## config.mk

```make
export PLATFORM = sky130hd
export DESIGN_NAME = synth_mixer
export DESIGN_NICKNAME = d
export VERILOG_FILES = /design/src/rtl/synth_mixer.sv
export SDC_FILE = /design/constraint.sdc
export NUM_CORES = 1
export LEC_CHECK = 0
export BUFFER_PORTS_ARGS = -buffer_cell sky130_fd_sc_hd__buf_2
export CAP_MARGIN = 15
export CELL_PAD_IN_SITES_DETAIL_PLACEMENT = 0
export CELL_PAD_IN_SITES_GLOBAL_PLACEMENT = 1
export CORE_UTILIZATION = 40
export DETAILED_ROUTE_END_ITERATION = 10
export PLACE_DENSITY_LB_ADDON = 0.08
export SLEW_MARGIN = 20
export SYNTH_ARGS = -nofsm -noshare
export SYNTH_HDL_FRONTEND = slang
export SYNTH_SLANG_ARGS = --single-unit
export TNS_END_PERCENT = 10
```

## constraint.sdc

```tcl
create_clock -name i_Clock -period 4.16 [get_ports i_Clock]
set_input_delay 0 -clock i_Clock [delete_from_list [all_inputs] [get_ports i_Clock]]
set_output_delay 0 -clock i_Clock [all_outputs]
set_load 0.03 [all_outputs]
```

## src/rtl/synth_mixer.sv

```systemverilog
// synth_mixer: routes per-voice subsamples into NUM_CHANNELS accumulators,
// scales each finished frame and queues it for the DAC/PWM consumer.
//
// Ports:
//   i_Clock, i_Reset_n          clock, async active-low reset
//   i_Subsample/_Voice/_Valid   subsample stream from the core
//   i_FrameEnd                  last subsample of a frame (with valid)
//   i_MaskWriteEnable/_Voice/_Value  per-voice channel routing mask
//   o_Sample/o_SampleValid      show-ahead FIFO head, valid/ready with
//   i_SampleReady               the consumer
//   o_FrameDropped/o_DropCount  lost-frame pulse and saturating count
//   o_Clipped                   pushed frame was clamped
//
// Optional: define SYNTH_MIXER_SATURATE_EN to clamp each scaled channel
// to the signed SAMPLE_WIDTH range and drive o_Clipped; otherwise the
// scaled value is truncated and o_Clipped is tied low.
module synth_mixer #(
  parameter int NUM_VOICES      = 16,
  parameter int SUBSAMPLE_WIDTH = 16,
  parameter int SAMPLE_WIDTH    = 16,
  parameter int NUM_CHANNELS    = 2,
  parameter int OUTPUT_SHIFT    = 4,
  parameter int FIFO_DEPTH      = 4
) (
  input  logic                      i_Clock,
  input  logic                      i_Reset_n,
  input  logic [SUBSAMPLE_WIDTH-1:0] i_Subsample,
  input  logic [$clog2(NUM_VOICES)-1:0] i_SubsampleVoice,
  input  logic                      i_SubsampleValid,
  input  logic                      i_FrameEnd,
  input  logic                      i_MaskWriteEnable,
  input  logic [$clog2(NUM_VOICES)-1:0] i_MaskVoice,
  input  logic [NUM_CHANNELS-1:0]   i_MaskValue,
  output logic [NUM_CHANNELS*SAMPLE_WIDTH-1:0] o_Sample,
  output logic                      o_SampleValid,
  input  logic                      i_SampleReady,
  output logic                      o_FrameDropped,
  output logic [7:0]                o_DropCount,
  output logic                      o_Clipped
);

  localparam int GUARD_BITS = $clog2(NUM_VOICES);
  localparam int ACC_WIDTH  = SUBSAMPLE_WIDTH + GUARD_BITS;
  localparam int VW         = $clog2(NUM_VOICES);
  localparam int FW         = NUM_CHANNELS * SAMPLE_WIDTH;
  localparam int AW         = $clog2(FIFO_DEPTH);
  localparam int XW         =
    ((ACC_WIDTH > SAMPLE_WIDTH) ? ACC_WIDTH : SAMPLE_WIDTH) + 1;

  localparam logic [VW:0] NV = (VW+1)'(NUM_VOICES);

  // ---------------- mask register file ----------------
  logic [NUM_CHANNELS-1:0] mask_q [NUM_VOICES];
  logic                    voice_ok;
  logic                    mvoice_ok;
  logic [NUM_CHANNELS-1:0] route;

  assign voice_ok  = {1'b0, i_SubsampleVoice} < NV;
  assign mvoice_ok = {1'b0, i_MaskVoice} < NV;

  // Read before the write lands: a same-cycle write uses the old mask.
  assign route = (i_SubsampleValid && voice_ok)
               ? mask_q[i_SubsampleVoice] : '0;

  always_ff @(posedge i_Clock or negedge i_Reset_n) begin
    if (!i_Reset_n) begin
      for (int v = 0; v < NUM_VOICES; v++)
        mask_q[v] <= '1;
    end else if (i_MaskWriteEnable && mvoice_ok) begin
      mask_q[i_MaskVoice] <= i_MaskValue;
    end
  end

  // ---------------- accumulate stage ----------------
  logic signed [ACC_WIDTH-1:0] sub_ext;
  logic signed [ACC_WIDTH-1:0] acc_q   [NUM_CHANNELS];
  logic signed [ACC_WIDTH-1:0] acc_sum [NUM_CHANNELS];
  logic signed [ACC_WIDTH-1:0] res_q   [NUM_CHANNELS];
  logic                        res_v_q;
  logic                        frame_end;

  assign sub_ext   = ACC_WIDTH'($signed(i_Subsample));
  assign frame_end = i_SubsampleValid & i_FrameEnd;

  always_comb begin
    for (int c = 0; c < NUM_CHANNELS; c++) begin
      acc_sum[c] = acc_q[c];
      if (route[c])
        acc_sum[c] = acc_q[c] + sub_ext;
    end
  end

  always_ff @(posedge i_Clock or negedge i_Reset_n) begin
    if (!i_Reset_n) begin
      res_v_q <= 1'b0;
      for (int c = 0; c < NUM_CHANNELS; c++) begin
        acc_q[c] <= '0;
        res_q[c] <= '0;
      end
    end else begin
      res_v_q <= frame_end;
      for (int c = 0; c < NUM_CHANNELS; c++) begin
        if (frame_end) begin
          res_q[c] <= acc_sum[c];
          acc_q[c] <= '0;
        end else begin
          acc_q[c] <= acc_sum[c];
        end
      end
    end
  end

  // ---------------- scale stage ----------------
  logic [FW-1:0] scaled;
  logic          clip_any;

`ifdef SYNTH_MIXER_SATURATE_EN
  localparam logic signed [XW-1:0] SMAX =
    {{(XW-SAMPLE_WIDTH+1){1'b0}}, {(SAMPLE_WIDTH-1){1'b1}}};
  localparam logic signed [XW-1:0] SMIN =
    {{(XW-SAMPLE_WIDTH+1){1'b1}}, {(SAMPLE_WIDTH-1){1'b0}}};

  logic signed [XW-1:0] shf [NUM_CHANNELS];
  logic signed [XW-1:0] lim [NUM_CHANNELS];

  always_comb begin
    scaled   = '0;
    clip_any = 1'b0;
    for (int c = 0; c < NUM_CHANNELS; c++) begin
      shf[c] = XW'(res_q[c]) >>> OUTPUT_SHIFT;
      lim[c] = shf[c];
      if (shf[c] > SMAX) begin
        lim[c]   = SMAX;
        clip_any = 1'b1;
      end else if (shf[c] < SMIN) begin
        lim[c]   = SMIN;
        clip_any = 1'b1;
      end
      scaled[c*SAMPLE_WIDTH +: SAMPLE_WIDTH] =
        SAMPLE_WIDTH'(lim[c]);
    end
  end
`else
  always_comb begin
    scaled   = '0;
    clip_any = 1'b0;
    for (int c = 0; c < NUM_CHANNELS; c++) begin
      // Truncation keeps the low bits; overflow wraps.
      scaled[c*SAMPLE_WIDTH +: SAMPLE_WIDTH] =
        SAMPLE_WIDTH'(XW'(res_q[c]) >>> OUTPUT_SHIFT);
    end
  end
`endif

  // ---------------- output FIFO ----------------
  logic [FW-1:0] mem_q [FIFO_DEPTH];
  logic [AW:0]   wr_q;
  logic [AW:0]   rd_q;
  logic          empty;
  logic          full;
  logic          pop;
  logic          push_ok;
  logic          drop;

  assign empty = (wr_q == rd_q);
  assign full  = (wr_q[AW] != rd_q[AW]) &&
                 (wr_q[AW-1:0] == rd_q[AW-1:0]);
  assign pop   = !empty && i_SampleReady;
  // Full but popping frees the head slot, which is the one written.
  assign push_ok = res_v_q && (!full || pop);
  assign drop    = res_v_q && full && !pop;

  always_ff @(posedge i_Clock) begin
    if (push_ok)
      mem_q[wr_q[AW-1:0]] <= scaled;
  end

  always_ff @(posedge i_Clock or negedge i_Reset_n) begin
    if (!i_Reset_n) begin
      wr_q <= '0;
      rd_q <= '0;
    end else begin
      if (push_ok)
        wr_q <= wr_q + 1'b1;
      if (pop)
        rd_q <= rd_q + 1'b1;
    end
  end

  assign o_SampleValid = !empty;
  assign o_Sample      = empty ? '0 : mem_q[rd_q[AW-1:0]];

  // ---------------- status ----------------
  logic       drop_q;
  logic [7:0] cnt_q;
  logic       clip_q;

  always_ff @(posedge i_Clock or negedge i_Reset_n) begin
    if (!i_Reset_n) begin
      drop_q <= 1'b0;
      cnt_q  <= '0;
      clip_q <= 1'b0;
    end else begin
      drop_q <= drop;
      clip_q <= res_v_q && clip_any;
      if (drop && cnt_q != 8'hFF)
        cnt_q <= cnt_q + 8'd1;
    end
  end

  assign o_FrameDropped = drop_q;
  assign o_DropCount    = cnt_q;

`ifdef SYNTH_MIXER_SATURATE_EN
  assign o_Clipped = clip_q;
`else
  assign o_Clipped = 1'b0;
`endif

endmodule

```

== Word level (Yosys, flattened, before mapping) ==
Memories as Yosys holds them, arrays and structs flattened.
Index checks and enable logic that the tools add are counted.

* Register bits after elaboration: 128
* Latch bits: 0
* Memory bits (writable): 128
* Memory bits (read-only): 0
* Bits of input ports: 32
* Output and inout bits: 43
* Word-level logic and storage cells: 66
* Memories kept: 1

* $add $sub $neg: 5
* Multiply operators: 0
* Divide/modulo/power cells: 0
* Magnitude comparators: 3
* Equal/unequal tests: 4
* Shift-type cells: 0
* Muxes and demuxes: 14
* Bitwise operators: 3
* Reductions and logical operators: 11

{| class="wikitable"
|+ Memory list
! memory !! words !! width !! rd ports !! clocked after Yosys merged registers in !! write ports !! RTL line !! text
|-
| mem_q || 4 || 32 || 1 || 0 || 1 || 156 || <nowiki>logic [FW-1:0] mem_q [FIFO_DEPTH];</nowiki>
|}

{| class="wikitable"
|+ Operator list
! kind !! number
|-
| 20-bit two-way mux || 4
|-
| 20-bit by 16-bit adder with 20-bit output || 2
|-
| 32-bit bitwise mux || 1
|-
| 32-bit two-way mux || 1
|-
| 5-bit >= comparator, second input constant || 2
|-
| 4-bit inverter with 5-bit output || 2
|-
| 8-bit by 1-bit adder with 8-bit output, second input constant || 1
|-
| 2-bit binary-select mux with 4-bit select || 1
|-
| 2-bit demux with 4-bit select || 1
|-
| 2-bit two-way mux || 4
|-
| 8-bit inequality test, second input constant || 1
|-
| 1-bit logical AND || 7
|-
| 3-bit by 1-bit adder with 3-bit output, second input constant || 2
|-
| 5-bit by 1-bit < comparator with 1-bit output, second input constant || 1
|-
| 3-bit == test || 1
|-
| 1-bit zero test || 3
|-
| 2-bit == test || 1
|-
| 1-bit two-way mux || 2
|-
| 1-bit AND || 1
|-
| 1-bit logical OR || 1
|-
| 1-bit inequality test || 1
|}

== Longest topological paths before layout ==
Gate-level depths: netlist of run 1.

* Word-level depth: 7
* Gate-level depth with buffers: 9
* Mapped depth without buffers: 9

== Worst setup path after synthesis of run 1 ==
OpenSTA, ideal clock, no wires.

* Path type: flip-flop to flip-flop
* From: reg acc_q[0] (netlist name)
* To: reg res_q[18] (netlist name)
* Library setup time: 134 ps
* Data arrival time: 2144 ps
* Path slack: 1882 ps
* Cell stages (with the launch flop): 10
* Buffers on the path: 0
* Clock period less this slack: 2278 ps
* Cells stage by stage: dfrtp_1 -> ha_1 -> fa_1 -> a21oi_1 -> o21ai_0 -> nand3_1 -> a21oi_1 -> o31ai_1 -> mux2i_1 -> o31ai_2

* Longest elaborated chain between the ends: 2

{| class="wikitable"
|+ RTL lines
! item !! RTL line !! text
|-
| start, declared || 76 || <nowiki>logic signed [ACC_WIDTH-1:0] acc_q [NUM_CHANNELS];</nowiki>
|-
| start signal, assigned by index || 107 || <nowiki>acc_q[c] <= acc_sum[c];</nowiki>
|-
| 20-bit by 16-bit adder with 20-bit output || 89 || <nowiki>acc_sum[c] = acc_q[c] + sub_ext;</nowiki>
|-
| 20-bit two-way mux || 88 || <nowiki>if (route[c])</nowiki>
|-
| end signal, assigned by index || 104 || <nowiki>res_q[c] <= acc_sum[c];</nowiki>
|-
| end, declared || 78 || <nowiki>logic signed [ACC_WIDTH-1:0] res_q [NUM_CHANNELS];</nowiki>
|}

No other way between the ends.
A chain may end at the register's enable or synchronous reset.

== Final worst setup path of run 1 ==
* From: reg mask_q[5] (netlist name)
* To: reg acc_q[2] (netlist name)

* Longest elaborated chain between the ends: 6

{| class="wikitable"
|+ RTL lines
! item !! RTL line !! text
|-
| start, declared || 53 || <nowiki>logic [NUM_CHANNELS-1:0] mask_q [NUM_VOICES];</nowiki>
|-
| start signal, assigned by index || 70 || <nowiki>mask_q[i_MaskVoice] <= i_MaskValue;</nowiki>
|-
| 2-bit binary-select mux with 4-bit select || 63 || <nowiki>? mask_q[i_SubsampleVoice] : '0;</nowiki>
|-
| 2-bit two-way mux (implied by the code) (2 in series) || 63 ||
|-
| 2-bit two-way mux || 63 ||
|-
| 20-bit two-way mux || 88 ||
|-
| 20-bit two-way mux || 103 || <nowiki>if (frame_end) begin</nowiki>
|}

No other way between the ends. The select of a mux whose other input is x is not followed.

==> run metrics, run 1 <==
status=completed; H-tree depth=1; Arrival @ worst endpoint=approximately 3.2 ns; Leak=5.67 nW; Setup violations, final=0; nets=between 1000 and 1500; Final HPWL DP=18.2 mm; Detailed Route WL=26.6 mm; Rel. slew slack=38.9%; count of flip-flops with a built-in enable after synthesis=about 130; Critical Path RT=4.59 ns; Worst-path clk slew=0.06 ns; final slew viol count=0; Compound-Gate Fraction of Synth Area=8.77%; placed insts=1385; Max Clock Skew=0.0140 ns; WHS Path Cells=4; Synth Area in XOR/XNOR=2.89%; GP Congestion=0.780; main flop type after synthesis=edfxtp_1; vias in the first global route=7688; setup_tns=0 ns; Critical Path Stages=6; Critical Path Sink Type=flip-flop; gr ovfl total=0; total track usage=18.0%; Finished Layout Cells=1455; most frequent cells in the layout=128 x edfxtp_1, 95 x nand2_1, 87 x dfrtp_1, 72 x buf_2, 61 x nor2_1; mux cell area share after synthesis=13.1%; Top Family by Delay on Critical Path=multiplexers; netlist area before placement=0.0121 sq mm; Pwr Total=about 10 mW; Wirelength per Cell=18.3 microns; Hold Path Class=in2reg; postcts setup bufs=0; n_diodes=0; crit-path most repeated cell=mux4_2; critical path class=reg2reg; Initial Utilization=40.7%; post-synthesis sequential area ratio=56.9%; Final Cycle Share=between 60% and 70%; Final Hold Vio Count=0; crit-path cells=mux4_2, mux4_2, and2_1, a22oi_1, o22ai_1, dlygate4sd3_1; Root Buffer=clkbuf_16; Num CTS Buffers=28; Worst Reg-to-Reg Cells=6; fin worst setup slack=1.38 ns; asr flop ratio synth=48.4%; WP buf/inv=1; RSZ-0062 raised after global routing=no; Critical Path Fanout Max=18; Clock Latency Late Sink=0.55 ns; final core occ=around 47%; Critical-path top delay cell=dlygate4sd3_1; ANT nets after route=0; design area=about 0.014 sq mm; R2R setup slack=about 1.4 ns; synth unique cells=55; Area Overhead vs Synth=15.3%; antenna violations before repair=0; minimum clock period=between 2 and 3 ns; layout cells sized above 1=22.7%; chip height=176 microns; Syn Nets=about 1000; number of I/O pins=75; Remaining DRCs=0; worst vdd ir=0.344 mV; Cells after Synth=953; Core ar.=between 0.02 and 0.03 sq mm; commonest non-fill, non-tap cell in the layout=edfxtp_1; IO buf count=73; syn_area_per_cell=around 13 sq um; Starting DRT DRC Count=337; area of the multi-input gates=0.00494 sq mm; die area=around 0.031 sq mm; highest clock rate=0.360 GHz; Post-DP Area=around 0.013 sq mm; Simple-Gate Fraction of Synth Area=11.1%; hold slack=0.0200 ns; Die W=176 microns; PwrDens=737 mW/mm^2; Pre-antenna DRT Iters=4; TritonCTS clock tree=done; worst slack at placement=1.49 ns; via count=7598; Adder-Cell Fraction of Synth Area=between 4 and 5%; YS warnings=0; Register Area=approximately 0.0069 sq mm; largest net degree at the start of global routing=between 60 and 70; first-pass GRT wire length=43.4 mm; # rows=63; Max clock buf depth=3; Via density=5.22; CP startpoint kind=flip-flop; # clock sinks=248; largest family of logic cells by synthesized area=multiplexers; Fill cells=2734; Slew @ Worst Pin=roughly 0.92 ns; maxcap violations=0; slowest stage delay, CP=between 0.5 and 0.6 ns; Yosys reg bits=248
[final timing paths]
kind,start,to
setup / recovery,mask_q[5]$_DFFE_PN1P_,acc_q[2]$_DFFE_PN0P_
hold / removal,i_Subsample[1],acc_q[1]$_DFFE_PN0P_
setup reg to reg,mask_q[5]$_DFFE_PN1P_,acc_q[2]$_DFFE_PN0P_
hold reg to reg,o_DropCount[6]$_DFFE_PN0P_,o_DropCount[6]$_DFFE_PN0P_
max in group asynchronous,i_Reset_n,res_q[33]$_DFFE_PN0P_
min in group asynchronous,i_Reset_n,rd_q[2]$_DFFE_PN0P_
[report_power, final]
part | internal [mW] | switching [mW] | leakage (nW)
Clock | 1.36 | 1.01 | 0.435
Sequential | 3.40 | 0.440 | 2.67
Combinational | 1.63 | 2.44 | 2.56
Total | 6.39 | 3.89 | 5.67
[flip-flops by register name (all words and copies together) (netlist names)]
register	cells
o_FrameDropped	1
o_DropCount	8
rd_q	3
wr_q	3
res_v_q	1
acc_q	40
mask_q	32
mem_q	128
res_q	32
[cells in the mapped netlist (all sizes together), types with 21 or more instances]
master  number  area (sq um)
dfstp       32           841
mux4        41           923
nand2       96           360
edfxtp     128          3840
and2        40           250
o21ai       48           240
mux2        36           405
xor2        21           184
a21oi       40           200
clkbuf      32           120
ha          44           551
mux2i       26           260
nor2        61           229
dfrtp       88          2200
[area by class of cell]
class / instances / area share (%)
inverter: 20 / 0.538
clock buffer: 36 / 5.45
clock inverter: 16 / 1.00
tap: 390 / 3.49
multi-input combinational: 641 / 35.4
timing repair buffer: 104 / 4.80
sequential: 248 / 49.3
[logic make-up (layout without fill, tap and decap cells)]
family	count (synthesis)	after routing
mux	103	103
xor+xnor	40	40
flops	248	248
buf+inv	64	176
compound gates	170	170
simple gates	281	281
fa+ha+maj	46	46
other cells	1	1
[worst min-delay path, delay by kind of cell]
kind	cells	cell delay, ns
fa+ha+maj	1	0.19
compound gates	2	0.19
buf+inv	1	0.14
[layer usage]
layer	share of wire (%)	global-route usage, %
met1	49	25.9
met2	46	28.8
met3	3.0	2.30
met4	2.1	4.35
met5	0	0
[timing repair]
item,CTS,global route
gates resized for setup,0,0
hold endpoints to repair,70,0
hold buffers,18,0
(Power assumes the default switching activity.)
==> inputs of run 2 (changes only) <==
- ABC_AREA: not set -> 1
- clock period: 4.16 -> 2.6 ns (I/O delays scaled with it)
==> run metrics, run 2 <==
Initial Utilization=40.6%; first-pass GRT wire length=a little over 50 mm; max reg flops=128; most frequent cells in the layout=465 x nand2_1, 171 x inv_1, 156 x nor2_1, 128 x edfxtp_1, 104 x o21ai_0; Via density=4.83; RSZ-0062 raised after global routing=yes; Critical Path Sink Type=flip-flop; Area contributors post-synth=edfxtp_1 30%, dfrtp_1 17%, nand2_1 14%, dfstp_2 6.6%, inv_1 5.1%; Num CTS Buffers=28; # rows=65; Syn Nets=1580; via count=about 10000; Leak=7.03 nW; crit-path most repeated cell=dlygate4sd3_1; number of I/O pins=75; final slew viol count=0; fin worst setup slack=0.170 ns; n_diodes=0; Max Clock Skew=0.0101 ns; highest clock rate=~0.41 GHz; layout cells sized above 1=between 10 and 15%; crit path launch=i_MaskVoice[1]; clock power share=26.3%; Reg power frac=a little over a third; internal power consumption=~9.5 mW; PwrDens=1060 mW/mm^2; main flop type after synthesis=edfxtp_1; reg-to-reg endpoint=acc_q[0]$_DFFE_PN0P_; maxcap violations=0; Max clock buf depth=3; TritonCTS clock tree=done; Comb pwr share=around two fifths; crit-path cells=dlygate4sd3_1, buf_2, nor2_1, nand2_1, dlygate4sd3_1, nor2_4, nand2_1, dlygate4sd3_1, o21ai_0, dlygate4sd3_1; count of flip-flops with a built-in enable after synthesis=128; Worst Reg-to-Reg Cells=11; post-synthesis sequential area ratio=53.7%; Final Cycle Share=93.5%; synth unique cells=40; Pre-antenna DRT Iters=5; worst vdd ir=roughly 0.5 mV; # clock sinks=248; GP Congestion=0.811; netlist area before placement=0.0128 sq mm; Net Sw Frac=40.0%; Critical Path RT=3.09 ns; Setup violations, final=0; chip height=181 microns; Wirelength per Cell=around 15 microns; Clock Latency Late Sink=0.55 ns; minimum clock period=2.43 ns; largest area contributor in the netlist=edfxtp_1; Die W=181 microns; YS warnings=0; gr ovfl total=0; CP endpoint=mask_q[13]$_DFFE_PN1P_; IO buf count=between 70 and 80; Final Hold Vio Count=0; die area=0.0328 sq mm; Detailed Route WL=~31 mm; ANT nets after route=0; Post-DP Area=between 0.01 and 0.015 sq mm; Hold Path Class=in2async; Cells after Synth=1502; Slew @ Worst Pin=~0.75 ns; worst slack at placement=~0.48 ns; Arrival @ worst endpoint=2.92 ns; R2R setup slack=between 0.3 and 0.4 ns; H-tree depth=1; nets=1676; CP startpoint kind=input pin; slowest stage delay, CP=0.64 ns; Remaining DRCs=0; Yosys reg bits=248; commonest cells in the netlist=465 x nand2_1, 173 x inv_1, 162 x nor2_1; asr flop ratio synth=between 40% and 50%; Core ar.=0.0316 sq mm; count leader, synth=nand2_1; switching power=~6.3 mW; Final HPWL DP=approximately 21 mm; design area=0.0149 sq mm; top cell type's share of synthesized area=30.0%; RR Startpoint=mask_q[3]$_DFFE_PN1P_; antenna violations before repair=0; largest net degree at the start of global routing=66; vias in the first global route=9588; Worst-path clk slew=approximately 0.060 ns; Area Overhead vs Synth=16.3%; status=completed; Critical Path Fanout Max=5; critical path class=in2reg; commonest non-fill, non-tap cell in the layout=nand2_1; Root Buffer=clkbuf_16; Rel. slew slack=between 50% and 60%; total track usage=19.8%; Starting DRT DRC Count=554; syn_area_per_cell=8.53 sq um; Critical-path top delay cell=dlygate4sd3_1
## run 2: changes by cell type after synthesis, moves of 15 or more
cell	change
a21o_1	-15
and2_1	-37
and3_1	-17
inv_1	+153
mux2_2	-35
mux2i_1	-26
mux4_2	-41
nand2_1	+369
nand3_1	+75
nor2_1	+101
o21ai_0	+68
o22ai_1	+23
## run 2: kinds of logic (layout without fill, tap and decap cells)
group	Yosys count	after routing	synth area share, %
buf+inv	221	339	6.95
xor+xnor	31	31	2.12
other cells	1	1	0.0293
compound gates	184	184	7.79
mux	1	1	0.0878
simple gates	770	770	24.7
flops	248	248	53.7
fa+ha+maj	46	46	4.61
## run 2: worst min-delay path by stage
stage	start	endpoint	slack, ns
CTS	i_Subsample[2]	acc_q[2]$_DFFE_PN0P_	0.01
finish	i_Reset_n	rd_q[2]$_DFFE_PN0P_	0.04
global route	i_Subsample[2]	acc_q[2]$_DFFE_PN0P_	0.05
floorplan	i_Reset_n	acc_q[0]$_DFFE_PN0P_	-0.30
global placement	i_Reset_n	rd_q[2]$_DFFE_PN0P_	0.11
detailed placement	i_Reset_n	rd_q[2]$_DFFE_PN0P_	0.12
## run 2: critical path, delay by kind of cell
family / cells / cell delay, ns
simple gates: 4 / 0.43
buf+inv: 5 / 2.44
compound gates: 1 / 0.07
## run 2: through the flow
step / std cells / power (mW) / utilization [%] / hold slack [ns] / setup TNS [ns]
final: 2022 / 15.8 / 47.3 / 0.0393 / 0
after global routing: 2022 / 16.9 / 47.3 / 0.0454 / -0.00690
after CTS: 2022 / 16.0 / 47.2 / 0.0109 / 0
after detailed placement: 1949 / 11.7 / 43.4 / 0.121 / 0
after global placement: 1949 / 11.7 / 43.4 / 0.113 / 0
after floorplan: 1502 / 9.93 / - / -0.296 / -22.99
## run 2: layout make-up
class	instances	area (sq um)
tap	402	503
timing repair buffer	112	796
multi-input combinational	1033	5090
fill	3126	16600
inverter	175	657
sequential	248	6890
clock inverter	21	269
clock buffer	31	712
## run 2: power by group through the flow
stage	sequential (mW)	clock [mW]	combinational, mW
after floorplan	5.48	0	4.44
after global placement	5.63	0	6.05
after detailed placement	5.64	0	6.08
after CTS	5.57	4.26	6.12
after global routing	5.67	4.38	6.85
final	5.57	4.15	6.06
## run 2: what timing repair did
item,CTS,global route
gates resized for setup,0,6
hold endpoints to repair,106,0
setup buffers,0,0
hold buffers,21,0
endpoints found under the setup margin,0,6
## run 2: per-layer routing
layer,global-route usage [%],part of all wire [%],up-vias
met5,0,0,-
met4,3.93,1.5,0
met3,2.14,2.5,31
met2,32.0,44,123
met1,28.7,52,4527
li1,-,-,5080
